[config.mk]
export PLATFORM = sky130hd
export DESIGN_NAME = adma_descriptor_engine
export DESIGN_NICKNAME = d
export VERILOG_FILES = /design/src/rtl/adma_descriptor_engine.sv
export SDC_FILE = /design/constraint.sdc
export NUM_CORES = 1
export LEC_CHECK = 0
export ABC_AREA = 1
export CORE_ASPECT_RATIO = 1.25
export CORE_UTILIZATION = 53
export CTS_BUF_LIST = sky130_fd_sc_hd__clkbuf_8
export DETAILED_ROUTE_END_ITERATION = 7
export PLACE_DENSITY = 0.86
export SYNTH_ARGS = -nofsm -noshare
export SYNTH_HDL_FRONTEND = slang
export SYNTH_SLANG_ARGS = --single-unit
[constraint.sdc]
create_clock -name CLK -period 2.96 [get_ports CLK]
set_input_delay 0.296 -clock CLK [delete_from_list [all_inputs] [get_ports CLK]]
set_output_delay 0.296 -clock CLK [all_outputs]
set_load 0.02 [all_outputs]
[src/rtl/adma_descriptor_engine.sv]
// ADMA descriptor engine: fetches 96-bit descriptors, follows links and launches data transfers.
// Latency: fetch request the cycle after a start; tfr_start/int_out are registered (one cycle after decode/done).
// Backpressure: desc_req holds until desc_ack; ST_TFR waits on tfr_done; STOP parks the engine at the held pointer.
module adma_descriptor_engine #(
  parameter int DESC_STRIDE = 12
) (
  input  logic        CLK,
  input  logic        RESET,
  input  logic        STOP,
  input  logic        command_reg_write,
  input  logic        command_reg_continue,
  input  logic        direction,
  input  logic [63:0] starting_address,
  output logic        desc_req,
  output logic [63:0] desc_addr,
  input  logic        desc_ack,
  input  logic [95:0] address_descriptor,
  output logic        tfr_start,
  output logic [63:0] tfr_addr,
  output logic [16:0] tfr_len,
  output logic        tfr_dir,
  input  logic        tfr_done,
  output logic        int_out,
  output logic        adma_error,
  output logic [1:0]  error_state,
  output logic        busy,
  output logic [1:0]  state
);

  localparam logic [1:0] ST_STOP = 2'd0;
  localparam logic [1:0] ST_FDS  = 2'd1;
  localparam logic [1:0] ST_CADR = 2'd2;
  localparam logic [1:0] ST_TFR  = 2'd3;

  localparam logic [1:0] ACT_NOP  = 2'b00;
  localparam logic [1:0] ACT_RSV  = 2'b01;
  localparam logic [1:0] ACT_TRAN = 2'b10;
  localparam logic [1:0] ACT_LINK = 2'b11;

  logic [1:0]  r_state;
  logic [1:0]  w_next_state;
  logic [63:0] r_ptr;
  logic        r_stopped;

  // Latched descriptor fields
  logic [63:0] r_d_addr;
  logic [15:0] r_d_len;
  logic        r_d_valid;
  logic        r_d_end;
  logic        r_d_int;
  logic [1:0]  r_d_act;

  logic        r_tfr_start;
  logic [63:0] r_tfr_addr;
  logic [16:0] r_tfr_len;
  logic        r_tfr_dir;
  logic        r_int_out;
  logic        r_err;
  logic [1:0]  r_err_state;

  logic        w_start;
  logic        w_resume;
  logic [63:0] w_ptr_inc;
  logic        w_unused;

  // Attribute bits with no meaning to this engine
  assign w_unused  = ^{address_descriptor[15:6], address_descriptor[3]};

  // A new start always takes priority over a resume
  assign w_start   = command_reg_write && !STOP;
  assign w_resume  = !command_reg_write && command_reg_continue && r_stopped && !STOP;
  assign w_ptr_inc = r_ptr + 64'(DESC_STRIDE);

  // State register
  always_ff @(posedge CLK) begin
    if (!RESET) r_state <= ST_STOP;
    else        r_state <= w_next_state;
  end

  // Next-state logic; STOP overrides everything outside ST_STOP
  always_comb begin
    w_next_state = r_state;
    case (r_state)
      ST_STOP: if (w_start || w_resume) w_next_state = ST_FDS;
      ST_FDS: begin
        if (STOP)          w_next_state = ST_STOP;
        else if (desc_ack) w_next_state = ST_CADR;
      end
      ST_CADR: begin
        if (STOP || !r_d_valid)       w_next_state = ST_STOP;
        else if (r_d_act == ACT_TRAN) w_next_state = ST_TFR;
        else if (r_d_end)             w_next_state = ST_STOP;
        else                          w_next_state = ST_FDS;
      end
      ST_TFR: begin
        if (STOP)          w_next_state = ST_STOP;
        else if (tfr_done) w_next_state = r_d_end ? ST_STOP : ST_FDS;
      end
      default: w_next_state = ST_STOP;
    endcase
  end

  // Outputs derived directly from the current state and pointer
  always_comb begin
    desc_req  = (r_state == ST_FDS);
    desc_addr = r_ptr;
    busy      = (r_state != ST_STOP);
    state     = r_state;
  end

  // Pointer, descriptor latch, stop flag, error and transfer/interrupt registers
  always_ff @(posedge CLK) begin
    if (!RESET) begin
      r_ptr       <= '0;
      r_stopped   <= 1'b0;
      r_d_addr    <= '0;
      r_d_len     <= '0;
      r_d_valid   <= 1'b0;
      r_d_end     <= 1'b0;
      r_d_int     <= 1'b0;
      r_d_act     <= ACT_NOP;
      r_tfr_start <= 1'b0;
      r_tfr_addr  <= '0;
      r_tfr_len   <= '0;
      r_tfr_dir   <= 1'b0;
      r_int_out   <= 1'b0;
      r_err       <= 1'b0;
      r_err_state <= '0;
    end else begin
      r_tfr_start <= 1'b0;
      r_int_out   <= 1'b0;
      case (r_state)
        ST_STOP: begin
          if (w_start) begin
            r_ptr       <= starting_address;
            r_err       <= 1'b0;
            r_err_state <= '0;
            r_stopped   <= 1'b0;
          end else if (w_resume) begin
            r_stopped <= 1'b0;
          end
        end
        ST_FDS: begin
          if (STOP) begin
            r_stopped <= 1'b1;
          end else if (desc_ack) begin
            r_d_addr  <= address_descriptor[95:32];
            r_d_len   <= address_descriptor[31:16];
            r_d_act   <= address_descriptor[5:4];
            r_d_int   <= address_descriptor[2];
            r_d_end   <= address_descriptor[1];
            r_d_valid <= address_descriptor[0];
          end
        end
        ST_CADR: begin
          if (STOP) begin
            r_stopped <= 1'b1;
          end else if (!r_d_valid) begin
            // Error code 1: invalid descriptor met during address decode
            r_err       <= 1'b1;
            r_err_state <= 2'd1;
          end else begin
            case (r_d_act)
              ACT_NOP: begin
                r_ptr     <= w_ptr_inc;
                r_int_out <= r_d_int;
              end
              ACT_RSV: r_ptr <= w_ptr_inc;
              ACT_LINK: begin
                r_ptr     <= r_d_addr;
                r_int_out <= r_d_int;
              end
              default: begin
                r_tfr_start <= 1'b1;
                r_tfr_addr  <= r_d_addr;
                r_tfr_dir   <= direction;
                r_tfr_len   <= (r_d_len == 16'd0) ? 17'h10000 : {1'b0, r_d_len};
              end
            endcase
          end
        end
        default: begin
          // ST_TFR: a completing transfer is retired even when STOP arrives with it
          if (tfr_done) begin
            r_ptr     <= w_ptr_inc;
            r_int_out <= r_d_int;
          end
          if (STOP) r_stopped <= 1'b1;
        end
      endcase
    end
  end

  assign tfr_start   = r_tfr_start;
  assign tfr_addr    = r_tfr_addr;
  assign tfr_len     = r_tfr_len;
  assign tfr_dir     = r_tfr_dir;
  assign int_out     = r_int_out;
  assign adma_error  = r_err;
  assign error_state = r_err_state;

endmodule

Word-level counts from Yosys, hierarchy flattened
Cells that the tools add are included.

cells by class
  add/sub/neg operators = 1
  eq/ne operators = 15
  reduce and logical (&&, ||, !) cells = 27
  bitwise logic cells = 6
  muxes and demuxes = 34

operators by type and width
  operator                                       number
  2-to-1 mux 64 bit                              4
  one-hot mux 64 bit (3 select lines)            1
  one-hot mux 64 bit (2 select lines)            1
  adder 64 x 4 -> 64 bit, second input constant  1
  2-to-1 mux 2 bit                               10
  2-to-1 mux 17 bit                              1
  logical NOT 16 bit                             1
  2-to-1 mux 1 bit                               13
  != test 2 bit, second input constant           5
  == test 2 bit, second input constant           4
  one-hot mux 2 bit (4 select lines)             1
  AND reduction 4 bit                            2
  != test 3 x 2 -> 1 bit, second input constant  2
  != test 3 bit, second input constant           2
  NOT 1 bit                                      6
  AND reduction 3 bit                            2
  AND reduction 6 bit                            1
  nonzero test 2 bit                             3
  OR reduction 2 bit                             3
  == test 2 x 1 -> 1 bit, second input constant  2
  logical AND 1 bit                              4
  logical NOT 2 bit                              2
  one-hot mux 1 bit (2 select lines)             2
  one-hot mux 2 bit (2 select lines)             1
  other kinds (6)                                9

word-level totals
  register bits after elaboration = 239
  word-level logic and storage cells = 99

Logic depth before layout (Yosys ltp)
Gate-level depths: netlist of run 1.

  word-level depth = 7
  mapped depth = 15
  mapped depth without buffers = 15

Worst setup path before layout of run 1
No wires, ideal clock.

  path kind = register to register
  start = register r_ptr[2], in the netlist desc_addr[2]
  end = register r_ptr[56], in the netlist desc_addr[56]
  arrival time = 1866 ps
  path slack = 969 ps
  data required time = 2836 ps
  cell stages (with the launch flop) = 15
  clock period less this slack = 1991 ps
  path through = dfxtp_1 -> inv_1 -> ha_1 -> inv_2 -> nand2_1 -> nor2_2 -> nand3_2 -> nor2_4 -> nand2_2 -> nor2_2 -> nand2_1 -> nor2_1 -> nand2_1 -> nand3_1 -> a21oi_1

between the ends
  word-level cells in the longest chain between the ends = 5

RTL lines
  what                                   line  RTL
  start: declaration                     42    logic [63:0] r_ptr;
  start signal: assignment               135   r_ptr <= starting_address;
  start signal: assignment               165   r_ptr <= w_ptr_inc;
  start signal: assignment               168   ACT_RSV: r_ptr <= w_ptr_inc;
  adder 64 x 4 -> 64 bit *               72    assign w_ptr_inc = r_ptr + 64'(DESC_STRIDE);
  one-hot mux 64 bit (2 select lines)    163   case (r_d_act)
  2-to-1 mux 64 bit                      158   end else if (!r_d_valid) begin
  2-to-1 mux 64 bit                      156   if (STOP) begin
  one-hot mux 64 bit (3 select lines) *  132   case (r_state)

Mark *: on every way between the ends. The rest lies on a longest branch, timed or not. The select of a mux whose other input is x is not followed.
A chain may end at the register's enable or synchronous reset.

Worst setup path in the final report of run 1
  start = register r_state[0], in the netlist state[0]
  end = output busy

between the ends
  word-level cells in the longest chain between the ends = 1

RTL lines
  what                      line  RTL
  start: declaration        40    logic [1:0] r_state;
  start signal: assignment  77    else r_state <= w_next_state;
  nonzero test 2 bit        107   busy = (r_state != ST_STOP);
  end: declaration          26    output logic busy,

Every way passes these cells.

==> out/metrics.csv, run 1 <==
metric,value,unit
status,completed,
cts_buffers,38,
pin_count,323,
grt_max_degree,120,
endpoint_kind,output port,
ys_warn_count,0,
synth_fp_nets,1775,
synth-edff-count,0,
worst_pin_slew,0.873,ns
finalMaxSlewViolations,0,
final_util,0.745,
cts.clk_slew.worst_paths,0.07,ns
worstSkewPairLatency,0.53,ns
slowest_delay,0.60,ns
routabilityCongestion,0.936,
hpwl,25800,µm
grt_overflow,0,
clock-root-buffer,clkbuf_8,
path_max_fanout,29,
fp.dieH,163,µm
path_delay_family,buffers and inverters,
worstSetupPathType,flop to output port,
postSynthCellCount,1602,
startpoint_type,flop,
synth-seq-cells,237,
grt_pass1_wl,57700,µm
hold_class,primary input to flop,
maxCapViolations,0,
clock_sinks,237,
io_buffers,310,
crit_chain,nor2_4 -> inv_1 -> buf_4 -> clkdlybuf4s50_1,
cts_max_path_buffers,3,
finalSetupViolations,0,
slew-limit-headroom,0.418,
h-tree-depth,2,
synth.avg_cell_area,6.89,µm²
grt_pass1_vias,11400,
synthArstFlopShare,0,
track_usage,0.335,
ctsResizeCount,0,
max-vdd-ir-drop,476,µV
crit_required,2.66,ns
layout-drive-gt1-share,0.0589,
syn_to_final_growth,36.7,%
yosys_most_used_dff,dfxtp_1,
fin_crit,2.73,ns
arrival,2.43,ns
drc,0,
fin_crit_sh,0.922,
die-area,21400,µm²
finalHoldViolCount,0,
wirelength,36800,µm
placementRows,58,
grt_setup_unrepaired,no,
hold_buffers,0,
dr.pass1.iters,5,
final_nets,2050,
die_x,131,µm
wl_per_cell,16.9,µm
fmaxAchievable,366,MHz
cts_tree,yes,
cts_setup_buffers,0,
clock_skew,0.0105,ns
ys_seq_area_frac,0.430,
viasPerCell,5.55,
initial_core_util,0.545,
drt_iter0_drc,871,
critPathSlowestCell,nor2_4,
crit_buf_inv,3,
antenna_found_initial,3,
ys_types,42,
dr_total_vias,12100,
final_antenna_net_count,0,
power_density,800,nW/µm²
p_leak,5.72,nW
synth_area,11000,µm²
core,20200,µm²
setup_tns,0,ns
## where the power goes
part           internal, mW  switching [mW]
combinational          1.86            2.94
clock                  1.70            1.30
sequential             3.67           0.605
total                  7.23            4.84
## synth_stat cells, drive strengths merged, types with 4 or more instances
library cell	n	area share
a21oi	164	0.074
a221oi	28	0.022
a31oi	12	0.0068
buf	38	0.020
clkbuf	59	0.020
dfxtp	237	0.43
ha	5	0.0057
inv	134	0.046
nand2	281	0.096
nand3	65	0.030
nand3b	4	0.0027
nand4	17	0.0096
nor2	242	0.087
nor3	17	0.0077
nor4	6	0.0034
o21ai	258	0.12
o21bai	5	0.0034
o22ai	5	0.0028
or2	5	0.0028
## per-layer routing
layer  part of all wire  vias up  global-route usage
met2               0.48      508               0.584
met3              0.079      103              0.0779
met4              0.042        0               0.164
li1                   -     5899                   -
met1               0.39     5549               0.386
met5                  0        -                   0
## cell usage in the layout, fill, tap and decap left out, types with 3 or more instances in the layout
| cell | n |
|---|---|
| clkinv_2 | 3 |
| ha_1 | 5 |
| or2_2 | 5 |
| inv_1 | 134 |
| o21bai_1 | 5 |
| nand4_1 | 17 |
| buf_4 | 18 |
| dfxtp_1 | 237 |
| a31oi_1 | 12 |
| nor4_1 | 6 |
| o22ai_1 | 5 |
| nand3_1 | 63 |
| o21ai_0 | 200 |
| nor2_4 | 4 |
| nor3_1 | 17 |
| buf_12 | 5 |
| clkbuf_8 | 51 |
| a21oi_1 | 164 |
| o21ai_1 | 58 |
| clkdlybuf4s50_1 | 309 |
| nor2_1 | 226 |
| nand3b_1 | 4 |
| inv_2 | 8 |
| nor2_2 | 12 |
| nand2_1 | 280 |
| a221oi_1 | 28 |
## stage by stage
step | area [µm²] | power, mW | std cells | hold WS (ns) | worst slack [ns]
6_report | 15100 | 12.1 | 2174 | 0.267 | 0.230
5_1_grt | 15100 | 12.8 | 2174 | 0.301 | 0.138
4_1_cts | 15100 | 12.0 | 2172 | 0.256 | 0.211
3_5_place_dp | 14300 | 9.04 | 2107 | 0.435 | 0.452
3_3_place_gp | 14300 | 8.95 | 2107 | 0.424 | 0.492
2_1_floorplan | 11000 | 7.21 | 1602 | 0.414 | 0.969
## tightest hold or removal path, delay by kind of cell
family	cells	cell delay, ns
AOI/OAI and AO/OA	1	0.14
buffers and inverters	1	0.26
and+or+nand+nor	1	0.04
## path summary, 6_finish.rpt
| check | from | end | slack (ns) | depth (start not counted) |
|---|---|---|---|---|
| max | state[0] | busy | 0.23 | 4 |
| min | RESET | r_d_len[3] | 0.27 | 3 |
| max reg2reg | state[0] | desc_addr[9] | 0.48 | 7 |
| min reg2reg | r_d_int | int_out | 0.46 | 2 |
## final cells by class
| type | count | area (µm²) |
|---|---|---|
| multi-input cells | 1132 | 5350 |
| inverters | 136 | 514 |
| fillers | 1602 | 5150 |
| clock inverters | 14 | 108 |
| well taps | 270 | 338 |
| flip-flops and latches | 237 | 4740 |
| diodes | 2 | 5.00 |
| clock buffers | 51 | 702 |
| repair buffers | 332 | 3330 |
## kinds of logic after synthesis
family / Yosys count / synth area share
xor gates and xnor gates: 3 / 0.00238
other: 1 / 0.000340
DFF: 237 / 0.430
AOI/OAI and AO/OA: 483 / 0.235
and+or+nand+nor: 640 / 0.241
adders and majority gates: 5 / 0.00566
buffers and inverters: 233 / 0.0863
## flip-flops by register name, indices dropped and copies added (netlist names), 2 cells and up
register,flops
tfr_len,17
r_d_len,16
tfr_addr,64
r_d_addr,64
desc_addr,64
r_d_act,2
state,2
Note: power is estimated with default switching activity, not from simulation.
==> run 2: changes to the inputs <==
--- a/config.mk
+++ b/config.mk
@@ -7,10 +7,12 @@
 export LEC_CHECK = 0
 export ABC_AREA = 1
 export CORE_ASPECT_RATIO = 1.25
-export CORE_UTILIZATION = 53
+export CORE_UTILIZATION = 60
 export CTS_BUF_LIST = sky130_fd_sc_hd__clkbuf_8
 export DETAILED_ROUTE_END_ITERATION = 7
-export PLACE_DENSITY = 0.86
+export DONT_BUFFER_PORTS = 1
+export PLACE_DENSITY = 0.74
+export SETUP_SLACK_MARGIN = 0.1
 export SYNTH_ARGS = -nofsm -noshare
 export SYNTH_HDL_FRONTEND = slang
 export SYNTH_SLANG_ARGS = --single-unit
==> run 2 against run 1 <==
Sequential share of layout area up 4.4 points. Register-to-register slack worse by 0.12 ns. Flip-flop and latch count did not move. Critical endpoint is now desc_addr[5]. Utilization decreased by 1.1 points. Die area fell by 12%. Setup slack gained 0.13 ns.
==> out/metrics.csv, run 2 (synthesized netlist as in run 1, its figures left out) <==
metric,value,unit,change
status,completed,,
r2r_start,r_d_act[1],,
fmaxAchievable,385,MHz,+5.0%
worst_pin_slew,0.818,ns,-0.0551 ns
finalMaxSlewViolations,0,,unchanged
track_usage,0.375,,+0.0398
path_max_fanout,26,,-10%
finalHoldViolCount,0,,unchanged
slew-limit-headroom,0.455,,+0.0368
met3_length,3090,µm,+6.2%
h-tree-depth,2,,unchanged
hold_end,desc_addr[44],,
hpwl,22900,µm,-11%
finalSetupViolations,0,,unchanged
clock_sinks,237,,unchanged
final_antenna_net_count,0,,unchanged
grt_setup_unrepaired,no,,
cts.clk_slew.worst_paths,0.07,ns,about the same
dr.pass1.iters,7,,+2
grt_max_degree,202,,+68%
slowest_delay,0.57,ns,-0.03 ns
met2_length,17300,µm,-2.7%
hold_start,starting_address[44],,
layout_commonest_cell,nand2_1,,
layout-drive-gt1-share,0.0695,,+0.0106
maxCapViolations,0,,unchanged
crit_chain,ha_1 -> inv_1 -> nand3_1 -> nand3_1 -> or2_2 -> inv_4 -> buf_6 -> o21ai_0 -> dlygate4sd3_1 -> a31oi_1,,
mostFrequentLayoutCells,"nand2_1, dfxtp_1, nor2_1",,
p_leak,5.11,nW,-11%
met1_length,14200,µm,-2.4%
startpoint_type,flop,,
pin_count,323,,unchanged
r2r_setup_slack,0.36,ns,-0.12 ns
endpoint_kind,flop,,
routabilityCongestion,0.949,,+1.4%
grt_pass1_vias,11200,,-1.2%
wirelength,36000,µm,-2.2%
reg2reg_to,desc_addr[5],,
wl_per_cell,18.4,µm,+8.8%
cts_setup_buffers,0,,unchanged
instances_no_fill,1955,,-10%
placementRows,55,,-5.2%
arrival,3.07,ns,+0.64 ns
worstSetupPathType,flop to flop,,
clock_skew,0.0225,ns,+0.0120 ns
r2r_cells,10,,+3
drc,0,,unchanged
highest_layer,met4,,
critPathSlowestCell,dlygate4sd3_1,,
max-vdd-ir-drop,613,µV,+29%
dr_total_vias,11400,,-5.2%
drt_iter0_drc,868,,-0.34%
syn_to_final_growth,20.0,%,
clock-root-buffer,clkbuf_8,,
die_x,123,µm,-5.9%
setup_tns,0,ns,unchanged
viasPerCell,5.85,,+5.4%
fin_crit,2.60,ns,-0.131 ns
place_inst,1759,,-17%
antenna_found_initial,1,,-2
worstSkewPairLatency,0.54,ns,about the same
initial_core_util,0.613,,+0.0671
cts_tree,yes,,
final_nets,1876,,-8.5%
grt_overflow,0,,unchanged
final_util,0.735,,-0.0107
core,18000,µm²,-11%
path_common_cell,nand3_1,,
cp-startpoint,r_d_act[1],,
cts_buffers,37,,-2.6%
total_power,11.4,mW,-6.0%
power_density,857,nW/µm²,+7.1%
grt_pass1_wl,56200,µm,-2.6%
crit_required,3.43,ns,+0.77 ns
fin_crit_sh,0.878,,-0.0442
hold_class,primary input to flop,,
io_buffers,0,,-100%
die-area,19000,µm²,-12%
hold-path-cell-count,2,,-1
cts_max_path_buffers,3,,unchanged
fp.dieH,154,µm,-5.9%
-- run 2: stage by stage --
step | setup slack [ns] | hold slack (ns) | area, µm²
after global placement | 0.497 | 0.412 | 11100
after CTS | 0.201 | 0.00327 | 13200
after global routing | 0.148 | 0.0241 | 13200
after detailed placement | 0.441 | 0.426 | 11100
after floorplan | 0.969 | 0.414 | 11000
final | 0.361 | 0.0103 | 13200
-- run 2: worst max-delay path by stage --
stage	end	slack [ns]	cells after the start
3_3_place_gp	desc_addr[48]	0.50	13
3_5_place_dp	desc_addr[48]	0.44	13
2_1_floorplan	desc_addr[56]	0.97	14
4_1_cts	desc_addr[5]	0.20	9
6_report	desc_addr[5]	0.36	10
5_1_grt	desc_addr[4]	0.15	10
-- run 2: cell type report --
type	count	area (µm²)
Clock inverter	14	116
Timing Repair Buffer	159	1560
Clock buffer	48	661
Multi-Input combinational cell	1132	5360
Sequential cell	237	4750
Tap cell	228	285
Inverter	136	517
Fill cell	1436	4780
Antenna cell	1	2.50
-- run 2: repair_timing --
action,4_1_cts,5_1_grt
endpoints found under the setup margin,0,3
hold buffers,133,0
gates resized for setup,0,4
hold endpoints to repair,214,0
-- run 2: routing by layer --
metal	track usage	up-vias
met5	0	-
met2	0.633	552
met3	0.0894	112
li1	-	5557
met4	0.181	0
met1	0.439	5212
-- run 2: power by group --
group | switching (mW) | leakage, nW | internal, mW | total, mW
Sequential | 1.04 | 1.92 | 3.68 | 4.71
Clock | 1.32 | 0.429 | 1.63 | 2.94
Combinational | 2.42 | 2.75 | 1.27 | 3.69
-- run 2: critical path, delay by kind of cell, from the launching register on --
| kind | cells | cell delay [ns] |
|---|---|---|
| adder cells (fa/ha/maj) | 1 | 0.26 |
| AND/OR/NAND/NOR | 3 | 0.60 |
| AO/OA/AOI/OAI | 2 | 0.23 |
| flip-flops | 1 | 0.36 |
| buffers and inverters | 4 | 1.10 |
==> run 3: changes to the inputs <==
--- a/config.mk
+++ b/config.mk
@@ -7,11 +7,12 @@
 export LEC_CHECK = 0
 export ABC_AREA = 1
 export CORE_ASPECT_RATIO = 1.25
+export CORE_MARGIN = 2
 export CORE_UTILIZATION = 60
 export CTS_BUF_LIST = sky130_fd_sc_hd__clkbuf_8
 export DETAILED_ROUTE_END_ITERATION = 7
 export DONT_BUFFER_PORTS = 1
-export PLACE_DENSITY = 0.74
+export PLACE_DENSITY = 0.87
 export SETUP_SLACK_MARGIN = 0.1
 export SYNTH_ARGS = -nofsm -noshare
 export SYNTH_HDL_FRONTEND = slang
==> run 3 against run 2 <==
Clock skew grew 0.0092 ns. Cell area is 0.11% lower. First-iteration DRC count increased by 30%. Die area increased by 2.9%. Sequential share of layout area is essentially flat. Sequential power increased by 0.8%. Combinational power grew 1%. Total power increased by 0.54%. Highest routed layer unchanged. Global-route usage rose by 0.28 points.
==> out/metrics.csv, run 3 (synthesized netlist as in run 1, its figures left out) <==
metric,value,unit,change
crit_required,3.44,ns,about the same
cts_setup_buffers,0,,unchanged
whs,0.0217,ns,+0.0114 ns
viasPerCell,6.11,,+4.4%
crit_chain,ha_1 -> inv_1 -> nand3_1 -> nand3_1 -> or2_2 -> inv_2 -> buf_6 -> o21ai_1 -> nand2_1 -> nand2_1 -> dlygate4sd3_1 -> inv_1,,
mostFrequentLayoutCells,"nand2_1, dfxtp_1, nor2_1",,
r2r_start,r_d_act[0],,
slew-limit-headroom,0.401,,-0.0544
maxCapViolations,0,,unchanged
crit_end,desc_addr[6],,
initial_core_util,0.610,,-0.00233
slowest_delay,0.55,ns,-0.02 ns
drt_iter0_drc,1132,,+30%
grt_use_met2,0.646,,+0.0131
setup_tns,0,ns,unchanged
antenna_found_initial,0,,-1
fp.dieH,156,µm,+1.3%
path_max_fanout,29,,+12%
endpoint_kind,flop,,
io_buffers,0,,unchanged
dr_total_vias,11900,,+4.5%
worstSetupPathType,flop to flop,,
crit_buf_inv,5,,+1
critPathSlowestCell,dlygate4sd3_1,,
max-vdd-ir-drop,763,µV,+24%
hold_class,primary input to flop,,
finalHoldViolCount,0,,unchanged
routabilityCongestion,1.00,,+5.5%
grt_max_degree,200,,-0.99%
path_delay_family,buffers and inverters,,
worst_pin_slew,0.899,ns,+0.0816 ns
p_leak,5.12,nW,+0.25%
startpoint_type,flop,,
wirelength,38600,µm,+7.2%
r2r_cells,12,,+2
status,completed,,
met1_usage,0.435,,-0.00345
r2r_setup_slack,0.32,ns,-0.04 ns
final_nets,1871,,-0.27%
grt_setup_unrepaired,no,,
cts.clk_slew.worst_paths,0.06,ns,about the same
worstSkewPairLatency,0.54,ns,about the same
final_antenna_net_count,0,,unchanged
layout-drive-gt1-share,0.0706,,+0.00108
power_density,862,nW/µm²,+0.65%
fmaxAchievable,379,MHz,-1.6%
pin_count,323,,unchanged
h-tree-depth,2,,unchanged
cp.depth,12,,+2
clock_skew,0.0318,ns,+0.00924 ns
n_antenna_cell,0,,-1
busiest_layer,met2,,
die_x,125,µm,+1.6%
finalSetupViolations,0,,unchanged
wl_per_cell,19.7,µm,+7.1%
drc,0,,unchanged
clock_sinks,237,,unchanged
finalMaxSlewViolations,0,,unchanged
cts_max_path_buffers,3,,unchanged
dr.pass1.iters,5,,-2
grt_overflow,0,,unchanged
placementRows,55,,unchanged
cts_tree,yes,,
die-area,19500,µm²,+2.9%
hpwl,23800,µm,+3.9%
layout_commonest_cell,nand2_1,,
core,18100,µm²,+0.38%
grt_pass1_wl,59800,µm,+6.3%
reg2reg_to,desc_addr[6],,
use_met3,0.0953,,+0.00594
clock-root-buffer,clkbuf_8,,
fin_crit,2.64,ns,+0.0411 ns
arrival,3.12,ns,+0.05 ns
grt_pass1_vias,11500,,+2.5%
cts_buffers,38,,+2.7%
track_usage,0.377,,+0.00276
syn_to_final_growth,19.8,%,
cp-startpoint,r_d_act[0],,
fin_crit_sh,0.892,,+0.0139
==> run 3: cell types whose count changed in the layout (fill, tap and decap cells not counted), moves of 2 or more <==
cell | before | now
buf_12 | 1 | 3
buf_4 | 24 | 19
clkinv_2 | 6 | 9
clkinvlp_4 | 0 | 2
dlygate4sd3_1 | 132 | 129
inv_1 | 130 | 133
==> run 3: area by class of cell <==
type	count	area (µm²)
multi-input combinational	1132	5360
inverter	136	515
clock inverter	22	133
timing repair buffer	153	1530
tap	228	285
clock buffer	48	661
sequential	237	4750
fill	1357	4870
==> run 3: how the worst min path moves through the flow <==
stage	start	end	cells after the start	slack (ns)
3_3_place_gp	RESET	desc_addr[6]	2	0.42
2_1_floorplan	r_d_int	int_out	2	0.41
3_5_place_dp	RESET	desc_addr[6]	2	0.42
6_report	starting_address[59]	desc_addr[59]	4	0.02
4_1_cts	address_descriptor[58]	r_d_addr[26]	2	0.0007
5_1_grt	address_descriptor[54]	r_d_addr[22]	2	0.02
==> run 3: worst reg2reg max path, stage by stage, from the launching register on <==
cell and delay, ns:
dfxtp_1 0.36, ha_1 0.27, inv_1 0.10, nand3_1 0.09, nand3_1 0.05, or2_2 0.47
inv_2 0.17, buf_6 0.25, o21ai_1 0.12, nand2_1 0.07, nand2_1 0.05, dlygate4sd3_1 0.55
inv_1 0.05
==> run 3: stage by stage <==
stage	cell area [µm²]	std cells	worst slack [ns]	util	total power [mW]
5_1_grt	13200	1956	0.166	0.731	12.0
4_1_cts	13200	1956	0.236	0.731	11.2
6_report	13200	1956	0.319	0.731	11.4
3_5_place_dp	11100	1756	0.410	0.614	8.16
3_3_place_gp	11100	1756	0.482	0.614	8.04
2_1_floorplan	11000	1602	0.969	-	7.21
==> run 3: what timing repair did <==
action | CTS | global route
endpoints found under the hold margin | 213 | 0
resized for setup | 0 | 3
setup endpoints to repair | 0 | 2
hold buffers | 130 | 0
==> run 3: power breakdown <==
part / internal [mW] / switching [mW] / leakage, nW
clock network: 1.56 / 1.36 / 0.447
logic: 1.27 / 2.47 / 2.75
registers: 3.68 / 1.07 / 1.92
==> run 3: routing by layer <==
layer | vias up | wire length, µm
met3 | 167 | 3650
met1 | 5481 | 14300
met5 | - | 0
li1 | 5542 | -
met2 | 756 | 18500
met4 | 0 | 2170
